`config.mk`:
```
export PLATFORM = sky130hd
export DESIGN_NAME = cdb_arbiter_multi_flat
export DESIGN_NICKNAME = d
export VERILOG_FILES = /design/src/rtl/cdb_pkg.sv /design/src/rtl/cdb_arbiter_multi_if.sv /design/src/rtl/cdb_fu_fifo.sv /design/src/rtl/cdb_arbiter_multi.sv /design/src/flat_wrapper.sv
export SDC_FILE = /design/constraint.sdc
export NUM_CORES = 1
export LEC_CHECK = 0
export CAP_MARGIN = 20
export CELL_PAD_IN_SITES_DETAIL_PLACEMENT = 1
export CELL_PAD_IN_SITES_GLOBAL_PLACEMENT = 2
export CORE_AREA = 5 5 290 504
export CTS_BUF_LIST = sky130_fd_sc_hd__clkbuf_8
export DETAILED_ROUTE_END_ITERATION = 8
export DIE_AREA = 0 0 295 509
export GPL_ROUTABILITY_DRIVEN = 0
export PLACE_DENSITY = 0.52
export SYNTH_ARGS = -nofsm -noshare
export SYNTH_HDL_FRONTEND = slang
export SYNTH_SLANG_ARGS = --single-unit
```
`constraint.sdc`:
```
create_clock -name clk -period 8.9 [get_ports clk]
set_input_delay 0.89 -clock clk [delete_from_list [all_inputs] [get_ports clk]]
set_output_delay 0.89 -clock clk [all_outputs]
set_load 0.01 [all_outputs]
```
`src/rtl/cdb_pkg.sv`:
```
// Shared types and default sizing for the common-data-bus arbiter slice.
// No logic; widths here size every CDB payload in the design.
package cdb_pkg;

    localparam int CDB_N_FU   = 4;
    localparam int CDB_N_CDB  = 2;
    localparam int CDB_DEPTH  = 2;
    localparam int CDB_PREG_W = 7;
    localparam int CDB_VAL_W  = 32;
    localparam int CDB_TAG_W  = 5;
    localparam int CDB_PC_W   = 32;

    typedef struct packed {
        logic [CDB_PREG_W-1:0] preg;
        logic [CDB_VAL_W-1:0]  val;
        logic [CDB_TAG_W-1:0]  tag;
        logic [CDB_PC_W-1:0]   pc;
        logic                  br_taken;
    } cdb_entry_t;

endpackage

```
`src/rtl/cdb_arbiter_multi_if.sv`:
```
// FU result ports, consumer controls and CDB broadcast lanes of the arbiter.
// master = FU/consumer side, slave = arbiter.
interface cdb_arbiter_multi_if
    import cdb_pkg::*;
#(
    parameter int N_FU   = CDB_N_FU,
    parameter int N_CDB  = CDB_N_CDB,
    parameter int PREG_W = CDB_PREG_W,
    parameter int VAL_W  = CDB_VAL_W,
    parameter int TAG_W  = CDB_TAG_W,
    parameter int PC_W   = CDB_PC_W
);
    localparam int SRC_W = (N_FU > 1) ? $clog2(N_FU) : 1;

    logic [N_FU-1:0]              fu_valid;
    logic [N_FU-1:0]              fu_ready;
    logic [N_FU-1:0][PREG_W-1:0]  fu_preg;
    logic [N_FU-1:0][VAL_W-1:0]   fu_val;
    logic [N_FU-1:0][TAG_W-1:0]   fu_tag;
    logic [N_FU-1:0][PC_W-1:0]    fu_pc;
    logic [N_FU-1:0]              fu_br_taken;
    logic                         cdb_stall;
    logic                         flush;
    logic [N_CDB-1:0]             cdb_valid;
    logic [N_CDB-1:0][PREG_W-1:0] cdb_preg;
    logic [N_CDB-1:0][VAL_W-1:0]  cdb_val;
    logic [N_CDB-1:0][TAG_W-1:0]  cdb_tag;
    logic [N_CDB-1:0][PC_W-1:0]   cdb_pc;
    logic [N_CDB-1:0]             cdb_br_taken;
    logic [N_CDB-1:0][SRC_W-1:0]  cdb_src;

    modport master (
        output fu_valid, fu_preg, fu_val, fu_tag, fu_pc, fu_br_taken, cdb_stall, flush,
        input  fu_ready, cdb_valid, cdb_preg, cdb_val, cdb_tag, cdb_pc, cdb_br_taken, cdb_src
    );

    modport slave (
        input  fu_valid, fu_preg, fu_val, fu_tag, fu_pc, fu_br_taken, cdb_stall, flush,
        output fu_ready, cdb_valid, cdb_preg, cdb_val, cdb_tag, cdb_pc, cdb_br_taken, cdb_src
    );

endinterface

```
`src/rtl/cdb_fu_fifo.sv`:
```
// Per-FU result FIFO, DEPTH entries; head visible combinationally, pop takes effect next edge.
// Caller gates push with count < DEPTH; flush/reset empty it and drop same-cycle pushes.
module cdb_fu_fifo #(
    parameter int DEPTH = 2,
    parameter int W     = 8
) (
    input  logic                       clk,
    input  logic                       reset,
    input  logic                       flush,
    input  logic                       push,
    input  logic [W-1:0]               push_dat,
    input  logic                       pop,
    output logic [W-1:0]               head_dat,
    output logic [$clog2(DEPTH+1)-1:0] count
);
    localparam int AW    = $clog2(DEPTH);
    localparam int CNT_W = $clog2(DEPTH+1);

    logic [W-1:0]  mem [DEPTH];
    logic [AW-1:0] wr_ptr;
    logic [AW-1:0] rd_ptr;

    always_ff @(posedge clk) begin
        if (push && !flush && !reset) begin
            mem[wr_ptr] <= push_dat;
        end
    end

    always_ff @(posedge clk) begin
        if (reset || flush) begin
            wr_ptr <= '0;
            rd_ptr <= '0;
            count  <= '0;
        end else begin
            if (push) wr_ptr <= wr_ptr + 1'b1;
            if (pop)  rd_ptr <= rd_ptr + 1'b1;
            count <= count + CNT_W'(push) - CNT_W'(pop);
        end
    end

    assign head_dat = mem[rd_ptr];

endmodule

```
`src/rtl/cdb_arbiter_multi.sv`:
```
// Round-robin multi-grant CDB arbiter: N_FU result FIFOs onto N_CDB registered lanes.
// Latency 2 cycles fu_valid->cdb_valid; FU stalls only on its own full FIFO, cdb_stall freezes grants.
module cdb_arbiter_multi
    import cdb_pkg::*;
#(
    parameter int N_FU   = CDB_N_FU,
    parameter int N_CDB  = CDB_N_CDB,
    parameter int DEPTH  = CDB_DEPTH,
    parameter int PREG_W = CDB_PREG_W,
    parameter int VAL_W  = CDB_VAL_W,
    parameter int TAG_W  = CDB_TAG_W,
    parameter int PC_W   = CDB_PC_W
) (
    input logic                 clk,
    input logic                 reset,
    cdb_arbiter_multi_if.slave  bus
);
    localparam int SRC_W = (N_FU > 1) ? $clog2(N_FU) : 1;
    localparam int CNT_W = $clog2(DEPTH+1);

    cdb_entry_t             push_dat [N_FU];
    cdb_entry_t             head_dat [N_FU];
    logic [CNT_W-1:0]       count    [N_FU];
    logic [N_FU-1:0]        push;
    logic [N_FU-1:0]        nonempty;
    logic [N_FU-1:0]        grant;
    logic [N_CDB-1:0]       lane_vld;
    logic [SRC_W-1:0]       lane_sel [N_CDB];
    logic [SRC_W-1:0]       rr_ptr;
    logic [SRC_W-1:0]       rr_nxt;
    cdb_entry_t             lane_dat [N_CDB];
    logic [SRC_W-1:0]       lane_src [N_CDB];
    int                     idx;
    int                     n_g;

    for (genvar i = 0; i < N_FU; i++) begin : g_fu
        assign push_dat[i].preg     = bus.fu_preg[i];
        assign push_dat[i].val      = bus.fu_val[i];
        assign push_dat[i].tag      = bus.fu_tag[i];
        assign push_dat[i].pc       = bus.fu_pc[i];
        assign push_dat[i].br_taken = bus.fu_br_taken[i];
        // ready ignores same-cycle pops so it never depends on the grant path
        assign bus.fu_ready[i] = (count[i] < CNT_W'(DEPTH)) && !reset;
        assign push[i]         = bus.fu_valid[i] && bus.fu_ready[i];
        assign nonempty[i]     = (count[i] != '0);

        cdb_fu_fifo #(
            .DEPTH (DEPTH),
            .W     ($bits(cdb_entry_t))
        ) u_fifo (
            .clk      (clk),
            .reset    (reset),
            .flush    (bus.flush),
            .push     (push[i]),
            .push_dat (push_dat[i]),
            .pop      (grant[i]),
            .head_dat (head_dat[i]),
            .count    (count[i])
        );
    end

    always_comb begin
        grant    = '0;
        lane_vld = '0;
        rr_nxt   = rr_ptr;
        idx      = 0;
        n_g      = 0;
        for (int k = 0; k < N_CDB; k++) lane_sel[k] = '0;
        if (!reset && !bus.flush && !bus.cdb_stall) begin
            for (int k = 0; k < N_FU; k++) begin
                idx = (int'(rr_ptr) + k) % N_FU;
                if (nonempty[idx] && (n_g < N_CDB)) begin
                    grant[idx]    = 1'b1;
                    lane_vld[n_g] = 1'b1;
                    lane_sel[n_g] = SRC_W'(idx);
                    rr_nxt        = SRC_W'((idx + 1) % N_FU);
                    n_g           = n_g + 1;
                end
            end
        end
    end

    always_ff @(posedge clk) begin
        if (reset) begin
            rr_ptr        <= '0;
            bus.cdb_valid <= '0;
            for (int k = 0; k < N_CDB; k++) begin
                lane_dat[k] <= '0;
                lane_src[k] <= '0;
            end
        end else begin
            rr_ptr        <= rr_nxt;
            bus.cdb_valid <= lane_vld;
            for (int k = 0; k < N_CDB; k++) begin
                if (lane_vld[k]) begin
                    lane_dat[k] <= head_dat[lane_sel[k]];
                    lane_src[k] <= lane_sel[k];
                end
            end
        end
    end

    for (genvar k = 0; k < N_CDB; k++) begin : g_lane
        assign bus.cdb_preg[k]     = lane_dat[k].preg;
        assign bus.cdb_val[k]      = lane_dat[k].val;
        assign bus.cdb_tag[k]      = lane_dat[k].tag;
        assign bus.cdb_pc[k]       = lane_dat[k].pc;
        assign bus.cdb_br_taken[k] = lane_dat[k].br_taken;
        assign bus.cdb_src[k]      = lane_src[k];
    end

endmodule

```
`src/flat_wrapper.sv`:
```
// flat-port wrapper written by rule: the top's interface ports become plain ports
module cdb_arbiter_multi_flat import cdb_pkg::*;
#(
    parameter int N_FU   = CDB_N_FU,
    parameter int N_CDB  = CDB_N_CDB,
    parameter int DEPTH  = CDB_DEPTH,
    parameter int PREG_W = CDB_PREG_W,
    parameter int VAL_W  = CDB_VAL_W,
    parameter int TAG_W  = CDB_TAG_W,
    parameter int PC_W   = CDB_PC_W
)
  (clk, reset, bus_fu_valid, bus_fu_preg, bus_fu_val, bus_fu_tag, bus_fu_pc, bus_fu_br_taken, bus_cdb_stall, bus_flush, bus_fu_ready, bus_cdb_valid, bus_cdb_preg, bus_cdb_val, bus_cdb_tag, bus_cdb_pc, bus_cdb_br_taken, bus_cdb_src);
  cdb_arbiter_multi_if #(.N_FU(N_FU), .N_CDB(N_CDB), .PREG_W(PREG_W), .VAL_W(VAL_W), .TAG_W(TAG_W), .PC_W(PC_W)) bus_i ();
  input logic clk;
  input logic reset;
  input wire logic [$bits(bus_i.fu_valid)-1:0] bus_fu_valid;
  input wire logic [$bits(bus_i.fu_preg)-1:0] bus_fu_preg;
  input wire logic [$bits(bus_i.fu_val)-1:0] bus_fu_val;
  input wire logic [$bits(bus_i.fu_tag)-1:0] bus_fu_tag;
  input wire logic [$bits(bus_i.fu_pc)-1:0] bus_fu_pc;
  input wire logic [$bits(bus_i.fu_br_taken)-1:0] bus_fu_br_taken;
  input wire logic [$bits(bus_i.cdb_stall)-1:0] bus_cdb_stall;
  input wire logic [$bits(bus_i.flush)-1:0] bus_flush;
  output wire logic [$bits(bus_i.fu_ready)-1:0] bus_fu_ready;
  output wire logic [$bits(bus_i.cdb_valid)-1:0] bus_cdb_valid;
  output wire logic [$bits(bus_i.cdb_preg)-1:0] bus_cdb_preg;
  output wire logic [$bits(bus_i.cdb_val)-1:0] bus_cdb_val;
  output wire logic [$bits(bus_i.cdb_tag)-1:0] bus_cdb_tag;
  output wire logic [$bits(bus_i.cdb_pc)-1:0] bus_cdb_pc;
  output wire logic [$bits(bus_i.cdb_br_taken)-1:0] bus_cdb_br_taken;
  output wire logic [$bits(bus_i.cdb_src)-1:0] bus_cdb_src;
  assign bus_i.fu_valid = bus_fu_valid;
  assign bus_i.fu_preg = bus_fu_preg;
  assign bus_i.fu_val = bus_fu_val;
  assign bus_i.fu_tag = bus_fu_tag;
  assign bus_i.fu_pc = bus_fu_pc;
  assign bus_i.fu_br_taken = bus_fu_br_taken;
  assign bus_i.cdb_stall = bus_cdb_stall;
  assign bus_i.flush = bus_flush;
  assign bus_fu_ready = bus_i.fu_ready;
  assign bus_cdb_valid = bus_i.cdb_valid;
  assign bus_cdb_preg = bus_i.cdb_preg;
  assign bus_cdb_val = bus_i.cdb_val;
  assign bus_cdb_tag = bus_i.cdb_tag;
  assign bus_cdb_pc = bus_i.cdb_pc;
  assign bus_cdb_br_taken = bus_i.cdb_br_taken;
  assign bus_cdb_src = bus_i.cdb_src;
  cdb_arbiter_multi #(.N_FU(N_FU), .N_CDB(N_CDB), .DEPTH(DEPTH), .PREG_W(PREG_W), .VAL_W(VAL_W), .TAG_W(TAG_W), .PC_W(PC_W)) u_core (.clk(clk), .reset(reset), .bus(bus_i));
endmodule
```
==> impl_metrics.toml, run 1 <==
[setup_path]
max_stage_delay_ps = 1040
r2r_cells = 12
reg2reg_to = "u_core.lane_dat[0][44]$_SDFFCE_PN0P_"
rrSetupSlack_ps = 1890
crit_arrival_ps = 7660
crit_family = "buffers and inverters"
slowest_stage = "and3_4"
r2r_start = "u_core.rr_ptr[0]$_SDFFE_PP0P_"
path_max_fanout = 49
cp-end-kind = "flop"
cp.required_ps = 9550
start_kind = "flop"
crit_type = "flop to flop"
crit_buf_inv = 4
critical_path.cell_chain = "inv_2 > ha_1 > inv_1 > mux4_2 > a21oi_1 > xnor2_1 > o311ai_4 > buf_4 > and3_4 > buf_4 > nand4_1 > nand4_1"

[hold_path]
worstHoldStart = "u_core.g_fu[0].u_fifo.rd_ptr$_SDFFE_PP0P_"
min_path_cells = 2
hold_class = "flop to flop"
min_to = "u_core.g_fu[0].u_fifo.rd_ptr$_SDFFE_PP0P_"

[global_routing]
antenna_found_initial = 48
grt_pass1_wl_um = 193000
grt_util_met2_pct = 30.9
top_usage_layer = "met2"
globalRouteOverflowTotal = 0
gr-usage-met1_pct = 21.2
grtUsageMet3_pct = 5.47
grtUsageTotal_pct = 17.8
grt_max_degree = 152
grt_pass1_vias = 26064

[cts]
h-tree-depth = 4
cts_buffer_depth = 3
clk_latency_ps = 830
path_clk_slew_ps = 70
tritoncts = "done"
cts_buffers = 133
clockRootBuffer = "clkbuf_8"
cts_resized = 0
cts_sinks = 798
cts_setup_buffers = 0
ctsHoldBuffers = 0

[timing]
drv_slew = 0
fin_crit_ps = 7010
rsz0062_at_grt = "no"
relSlewSlack_pct = 18.7
setup_viol = 0
hold_viol_final = 0
worst_pin_slew_ps = 1220
fin_skew_ps = 44.4
period_share_pct = 78.7
holdWs_ps = 516
setup_tns_ps = 0
fmax_ghz = 0.143

[synthesis]
yosys_warnings = 0
synth.area.top_cells = "edfxtp_1, mux2i_1, mux2_2"
synth_edf_count = 774
yosys.area.top_type = "edfxtp_1"
synth-compound-area-share_pct = 4.89
synth_area_um2 = 35100
synthCells = 2285
syn_area_per_cell_um2 = 15.4
synth_top_flop_cell = "edfxtp_1"
synth.area.mux_share_pct = 14.2
synthMostInstantiatedCell = "edfxtp_1"
synth_xor_area_share_pct = 0.499
synth_top_area_share_pct = 66.2
synth-seq-area-share_pct = 67.6
synth_fa_ha_area_share_pct = 0.706
async_reset_ff_share_pct = 0
synth_nets = 2620
synth_top_family_by_area = "multiplexers"
synth-simple-area-share_pct = 9.34
ys_ff_latch = 798
synth_cell_types = 56
yosys-top-cells-count = "edfxtp_1, mux2i_1, nand3_1"

[place]
port_buffers = 479
hpwl_um = 86000
dp.cells = 4462

[detailed_routing]
drcViolationCount = 0
wl_per_cell_um = 29.3
first_iter_violations = 1422
vias_per_cell = 4.98
first_pass_iters = 5
postRouteAntennaNets = 0
wirelength_um = 138000
vias = 23458

[die]
coreArea_um2 = 142000
initial_core_util_pct = 24.8
std_cell_rows = 183
die_w_um = 295
die_h_um = 509
io_pins = 480
die_area_um2 = 150000

[power]
leakage_uw = 0.0135
power.total_uw = 8200
ir_drop_v = 0.000119
p_per_area_nw_per_um2 = 184

[job]
cap_viol_max_count = 0

[layout]
fillerInstances = 14811
layout.nets = 3082
instances_no_fill = 4710
syn_to_final_growth_pct = 26.7
drive_gt1_share_pct = 15.9
final_util_pct = 31.4

[status]
status = "completed"
==> per-stage QoR <==
stage	area (um2)	worst slack, ps
floorplan	35100	1210
detailed placement	41900	2060
global route	44400	1620
CTS	44400	2020
finish	44500	1890
global placement	41900	2350
==> flip-flops by register name (all words and copies together) (netlist names), named ones only <==
| signal | count |
|---|---|
| u_core.g_fu.u_fifo.wr_ptr | 4 |
| u_core.bus.cdb_valid | 2 |
| u_core.g_fu.u_fifo.rd_ptr | 4 |
| u_core.lane_src | 4 |
| u_core.rr_ptr | 2 |
| u_core.g_fu.u_fifo.mem | 616 |
| u_core.g_fu.u_fifo.count | 8 |
| u_core.lane_dat | 154 |
==> how the worst max path moves through the flow <==
stage	from	end	cells past startpoint
after global routing	u_core.rr_ptr[0]$_SDFFE_PP0P_	u_core.lane_dat[0][46]$_SDFFCE_PN0P_	12
after global placement	u_core.rr_ptr[0]$_SDFFE_PP0P_	u_core.lane_dat[0][44]$_SDFFCE_PN0P_	12
after floorplan	reset	u_core.g_fu[0].u_fifo.mem[1][0]$_DFFE_PP_	4
final	u_core.rr_ptr[0]$_SDFFE_PP0P_	u_core.lane_dat[0][44]$_SDFFCE_PN0P_	12
after CTS	u_core.rr_ptr[0]$_SDFFE_PP0P_	u_core.lane_dat[0][44]$_SDFFCE_PN0P_	12
after detailed placement	u_core.rr_ptr[0]$_SDFFE_PP0P_	u_core.lane_dat[0][44]$_SDFFCE_PN0P_	12
==> logic make-up after synthesis <==
kind of cell             after synthesis
XOR/XNOR                              20
buffers and inverters                219
adder cells (fa/ha/maj)               20
flip-flops                           798
multiplexers                         472
AND/OR/NAND/NOR                      552
AO/OA/AOI/OAI                        204
==> cells in the final DEF (no fill, tap or decap), types with 7 or more instances in the layout <==
| cell | count |
|---|---|
| a31o_2 | 76 |
| buf_4 | 46 |
| bufinv_16 | 7 |
| clkbuf_8 | 136 |
| clkdlybuf4s50_1 | 479 |
| clkinv_1 | 26 |
| clkinv_2 | 12 |
| clkinvlp_4 | 10 |
| dfxtp_1 | 20 |
| diode_2 | 19 |
| edfxtp_1 | 774 |
| ha_1 | 19 |
| inv_1 | 44 |
| mux2_1 | 51 |
| mux2_2 | 115 |
| mux2i_1 | 300 |
| nand2_1 | 95 |
| nand3_1 | 153 |
| nand4_1 | 98 |
| nand4b_1 | 131 |
| nor2_1 | 33 |
| o21ai_0 | 10 |
| o221ai_1 | 79 |
| xnor2_1 | 11 |
| xor2_1 | 9 |
==> cell type report <==
type                    count  area [um2]  share of cell area [%]
inverters                  17        63.8                   0.143
clock inverters            93         653                    1.47
repair buffers            529        5220                    11.7
flip-flops and latches    798       23700                    53.4
multi-input cells        1268       10600                    23.8
clock buffers             136        1870                    4.21
well taps                1850        2310                    5.20
diodes                     19        47.5                   0.107
==> worst reg2reg max path, delay by kind of cell (launching register included) <==
family,cells,cell delay [ps]
buf+inv,4,1840
xor+xnor,1,390
fa+ha+maj,1,650
compound gates,2,1090
mux,1,630
flops,1,810
simple gates,3,1470
==> per-layer routing <==
metal	vias up	share of wire, %
li1	10125	-
met4	46	2.7
met3	279	7.5
met1	12124	40
met2	884	50
met5	-	0.21
==> power breakdown <==
| part | internal (uW) | switching (uW) |
|---|---|---|
| clock network | 1640 | 1580 |
| registers | 4230 | 44.3 |
| logic | 279 | 427 |
| total | 6150 | 2050 |
(Power assumes the default switching activity.)
==> run 2, diff against run 1 <==
==> constraint.sdc (replaced) <==
create_clock -name clk -period 6.9 [get_ports clk]
set_input_delay 0.69 -clock clk [delete_from_list [all_inputs] [get_ports clk]]
set_output_delay 0.69 -clock clk [all_outputs]
set_load 0.01 [all_outputs]
==> run 2 against run 1 <==
  * Register-to-register slack worse by 820 ps
  * Clock-buffer cell count is 3 higher
  * Power is 29% higher
  * Global-route usage is 0.13 points higher
  * Non-clock buffer count is 7 higher
==> impl_metrics.toml, run 2 (synthesis gave the netlist of run 1 again) <==
[status]
status = "completed"

[timing]
drv_slew = 0
setup_tns_ps = 0
fmax_ghz = 0.172
worst_pin_slew_ps = 1160
fin_crit_ps = 5830
fin_skew_ps = 47.5
relSlewSlack_pct = 22.7
hold_viol_final = 0
holdWs_ps = 417
setup_viol = 0
rsz0062_at_grt = "no"
period_share_pct = 84.5

[setup_path]
crit_family = "buffers and inverters"
critical_path.cell_chain = "inv_2 > ha_1 > inv_1 > mux4_2 > ha_1 > nand2b_1 > a211oi_2 > nor3_2 > or3b_1 > a311oi_4 > buf_4 > mux2i_1"
cp.required_ps = 7430
crit_buf_inv = 3
crit_arrival_ps = 6360
slowest_stage = "dfxtp_1"
rrSetupSlack_ps = 1070
r2r_start = "u_core.rr_ptr[0]$_SDFFE_PP0P_"
r2r_cells = 12
start_kind = "flop"
max_stage_delay_ps = 770
path_max_fanout = 28
cpMostUsedCell = "ha_1"
reg2reg_to = "u_core.lane_dat[0][102]$_SDFFCE_PN0P_"
cp-end-kind = "flop"
crit_type = "flop to flop"

[layout]
layout_common_cells = "edfxtp_1, clkdlybuf4s50_1, mux2i_1"
reg_top3 = "u_core.g_fu.u_fifo.mem: 616 flops, u_core.lane_dat: 154 flops, u_core.g_fu.u_fifo.count: 8 flops"
layout.nets = 3091
syn_to_final_growth_pct = 27.3
layout_commonest_cell = "edfxtp_1"
largest_reg_flops = 616
regMostFlops = "u_core.g_fu.u_fifo.mem"
final_area_um2 = 44700
drive_gt1_share_pct = 16.4

[cts]
cts_resized = 0
cts_buffer_depth = 3
cts_buffers = 135
cts_setup_buffers = 0
path_clk_slew_ps = 70
cts_sinks = 798
h-tree-depth = 4
ctsHoldBuffers = 0
clockRootBuffer = "clkbuf_8"
clk_latency_ps = 860
tritoncts = "done"

[power]
p_sw_share_pct = 25.0
intPower_uw = 7930
leakage_uw = 0.0136
ir_drop_v = 0.000127
p_comb_share_pct = 8.7
p_seq_share_pct = 52.1
p_per_area_nw_per_um2 = 237
power.switching_uw = 2650
pwr-share-clk_pct = 39.3
power.total_uw = 10600

[detailed_routing]
wl_per_cell_um = 29.3
postRouteAntennaNets = 0
drcViolationCount = 0
wirelength_um = 139000
vias = 23502
first_pass_iters = 5
first_iter_violations = 1566
vias_per_cell = 4.96

[die]
coreArea_um2 = 142000
die_area_um2 = 150000
die_w_um = 295
io_pins = 480
std_cell_rows = 183
die_h_um = 509
initial_core_util_pct = 24.8

[global_routing]
grt_pass1_vias = 26045
grtUsageMet3_pct = 5.69
antenna_found_initial = 55
grtUsageTotal_pct = 18.0
grt_util_met2_pct = 32.0
globalRouteOverflowTotal = 0
top_usage_layer = "met2"
grt_pass1_wl_um = 194000
gr-usage-met1_pct = 20.2
grt_max_degree = 151

[hold_path]
hold_class = "input pin to flop"
min_path_cells = 1
min_to = "u_core.g_fu[0].u_fifo.mem[1][54]$_DFFE_PP_"
worstHoldStart = "bus_fu_val[16]"

[job]
cap_viol_max_count = 0

[place]
port_buffers = 479
postPlaceCellArea_um2 = 42100
hpwl_um = 88100
run 2: metrics by stage:
| stage | setup WS (ps) | cells | util [%] |
|---|---|---|---|
| after floorplan | -593 | 2285 | - |
| after global placement | 1100 | 4468 | 29.7 |
| after detailed placement | 902 | 4468 | 29.7 |
| after CTS | 885 | 4707 | 31.5 |
| after global routing | 771 | 4715 | 31.5 |
| final | 1070 | 4734 | 31.5 |
run 2: how the worst max path moves through the flow:
stage	cells past startpoint	startpoint	endpoint	slack, ps
after floorplan	4	reset	u_core.g_fu[2].u_fifo.mem[1][0]$_DFFE_PP_	-590
after global placement	11	u_core.rr_ptr[0]$_SDFFE_PP0P_	u_core.lane_dat[0][57]$_SDFFCE_PN0P_	1100
after detailed placement	11	u_core.rr_ptr[0]$_SDFFE_PP0P_	u_core.lane_dat[0][116]$_SDFFCE_PN0P_	900
after CTS	11	u_core.rr_ptr[0]$_SDFFE_PP0P_	u_core.lane_dat[0][3]$_SDFFCE_PN0P_	890
after global routing	12	u_core.rr_ptr[0]$_SDFFE_PP0P_	u_core.lane_dat[0][53]$_SDFFCE_PN0P_	770
final	12	u_core.rr_ptr[0]$_SDFFE_PP0P_	u_core.lane_dat[0][102]$_SDFFCE_PN0P_	1070
run 2: final cells by class:
cell class                      instances  area (um2)
Multi-Input combinational cell       1268       10600
Timing Repair Buffer                  536        5390
Inverter                               17        63.8
Clock buffer                          139        1910
Clock inverter                        100         619
Tap cell                             1850        2310
Fill cell                           14752       97100
Sequential cell                       798       23700
Antenna cell                           26        65.1
run 2: routing by layer:
| metal | vias to the layer above | wire, um |
|---|---|---|
| met2 | 860 | 70700 |
| met5 | - | 340 |
| met4 | 52 | 4440 |
| met3 | 292 | 10100 |
| met1 | 12150 | 53000 |
| li1 | 10148 | - |
run 2: power groups by stage:
| stage | Combinational [uW] | Clock, uW | Sequential [uW] |
|---|---|---|---|
| after floorplan | 312 | 0 | 5630 |
| after detailed placement | 928 | 0 | 5610 |
| final | 916 | 4150 | 5510 |
| after global placement | 913 | 0 | 5610 |
| after global routing | 967 | 4550 | 5520 |
| after CTS | 933 | 4340 | 5510 |
==> run 3, diff against run 2 <==
==> constraint.sdc (replaced) <==
create_clock -name clk -period 6 [get_ports clk]
set_input_delay 0.6 -clock clk [delete_from_list [all_inputs] [get_ports clk]]
set_output_delay 0.6 -clock clk [all_outputs]
set_load 0.01 [all_outputs]
==> run 3 against run 2 <==
  * Die area unchanged
  * Clock skew increased by 20 ps
  * Maximum frequency is 4.4% higher
  * Sequential cell count is the same
  * Critical path depth rose by 1
  * Setup slack worse by 660 ps
  * Critical path type unchanged
  * Critical endpoint is now u_core.lane_dat[0][25]$_SDFFCE_PN0P_
  * Highest routed layer unchanged
==> impl_metrics.toml, run 3 (synthesis gave the netlist of run 1 again) <==
[global_routing]
globalRouteOverflowTotal = 0
antenna_found_initial = 35
grt_pass1_wl_um = 192000
grtUsageTotal_pct = 17.7
grt_max_degree = 106
grt_pass1_vias = 25818

[power]
p_sw_share_pct = 25.2
leakage_uw = 0.0137
ir_drop_v = 0.000200
intPower_uw = 9070
power.total_uw = 12100
p_seq_share_pct = 52.2
pwr-share-clk_pct = 39.0
p_per_area_nw_per_um2 = 271
p_comb_share_pct = 8.8
power.switching_uw = 3060

[cts]
cts_sinks = 798
tritoncts = "done"
cts_resized = 0
cts_setup_buffers = 0
h-tree-depth = 4
clockRootBuffer = "clkbuf_8"
ctsHoldBuffers = 0
path_clk_slew_ps = 70
cts_buffer_depth = 3
clk_latency_ps = 860
cts_buffers = 130

[die]
die_area_um2 = 150000
coreArea_um2 = 142000
die_h_um = 509
initial_core_util_pct = 24.8
std_cell_rows = 183
die_w_um = 295
io_pins = 480

[timing]
hold_viol_final = 0
relSlewSlack_pct = 25.4
fmax_ghz = 0.179
setup_viol = 0
period_share_pct = 93.1
fin_skew_ps = 67.3
fin_crit_ps = 5580
rsz0062_at_grt = "no"
worst_pin_slew_ps = 1120
drv_slew = 0

[detailed_routing]
first_pass_iters = 5
vias = 23333
first_iter_violations = 1368
wl_per_cell_um = 29.1
wirelength_um = 137000
postRouteAntennaNets = 0
vias_per_cell = 4.94
drcViolationCount = 0

[layout]
multi_input_area_um2 = 10600
regMostFlops = "u_core.g_fu.u_fifo.mem"
layout_commonest_cell = "edfxtp_1"
layout_common_cells = "edfxtp_1, clkdlybuf4s50_1, mux2i_1"
syn_to_final_growth_pct = 27.6
drive_gt1_share_pct = 16.1
largest_reg_flops = 616
fillerInstances = 14813
final_area_um2 = 44800
layout.nets = 3094
reg_top3 = "u_core.g_fu.u_fifo.mem: 616 flops, u_core.lane_dat: 154 flops, u_core.g_fu.u_fifo.count: 8 flops"
seq_area_um2 = 23700

[setup_path]
cp-end-kind = "flop"
slowest_stage = "dfxtp_1"
crit_type = "flop to flop"
critical_path.cell_chain = "inv_2 > ha_1 > inv_1 > mux4_2 > ha_1 > or3b_2 > a31o_2 > nand4_1 > buf_12 > a31oi_4 > buf_12 > nand4b_1 > nand4_1"
path_max_fanout = 98
max_stage_delay_ps = 680
crit_arrival_ps = 6100
start_kind = "flop"
cp.required_ps = 6520

[place]
port_buffers = 479
hpwl_um = 88200
postPlaceCellArea_um2 = 42200

[hold_path]
hold_class = "input pin to flop"

[status]
status = "completed"

[job]
cap_viol_max_count = 0
## run 3: layout make-up
class	instances	area share (%)
sequential	798	53.0
multi-input combinational	1268	23.6
timing repair buffer	544	12.4
tap	1850	5.17
clock buffer	130	3.99
clock inverter	98	1.58
inverter	17	0.142
antenna	18	0.101
## run 3: worst max-delay path: cells and delay by family (launching register included)
kind	cells	cell delay, ps
simple gates	4	1190
buf+inv	4	1150
fa+ha+maj	2	770
flops	1	680
mux	1	680
compound gates	2	480
## run 3: power by group through the flow
stage	combinational, uW	sequential, uW	clock [uW]
2_1_floorplan	359	6470	0
3_3_place_gp	1060	6460	0
3_5_place_dp	1080	6460	0
4_1_cts	1080	6340	4950
5_1_grt	1120	6350	5190
6_report	1070	6340	4730
## run 3: metal layers
layer  vias to the layer above  share of wire [%]  track usage, %
met5                         -               0.16               0
met3                       249                6.8            4.89
met1                     12029                 40            21.3
met4                        34                2.5            5.22
met2                       868                 50            30.9
li1                      10153                  -               -
## run 3: path summary, 6_finish.rpt
path / cells after the start / slack [ps] / end / start
min: 1 / 320 / u_core.g_fu[2].u_fifo.mem[0][75]$_DFFE_PP_ / bus_fu_preg[19]
min reg2reg: 2 / 520 / flop / u_core.g_fu[2].u_fifo.rd_ptr$_SDFFE_PP0P_
max reg2reg: 13 / 420 / u_core.lane_dat[0][25]$_SDFFCE_PN0P_ / u_core.rr_ptr[1]$_SDFFE_PP0P_
max: 13 / 420 / u_core.lane_dat[0][25]$_SDFFCE_PN0P_ / u_core.rr_ptr[1]$_SDFFE_PP0P_
## run 3: metrics by stage
stage / utilization [%] / std cells / worst slack [ps] / hold slack, ps / setup TNS (ps)
5_1_grt: 31.6 / 4707 / 258 / 241 / 0
3_5_place_dp: 29.8 / 4477 / 583 / 506 / 0
2_1_floorplan: - / 2285 / -1400 / 481 / -732580
4_1_cts: 31.6 / 4705 / 550 / 187 / 0
3_3_place_gp: 29.8 / 4477 / 787 / 496 / 0
6_report: 31.6 / 4723 / 416 / 319 / 0
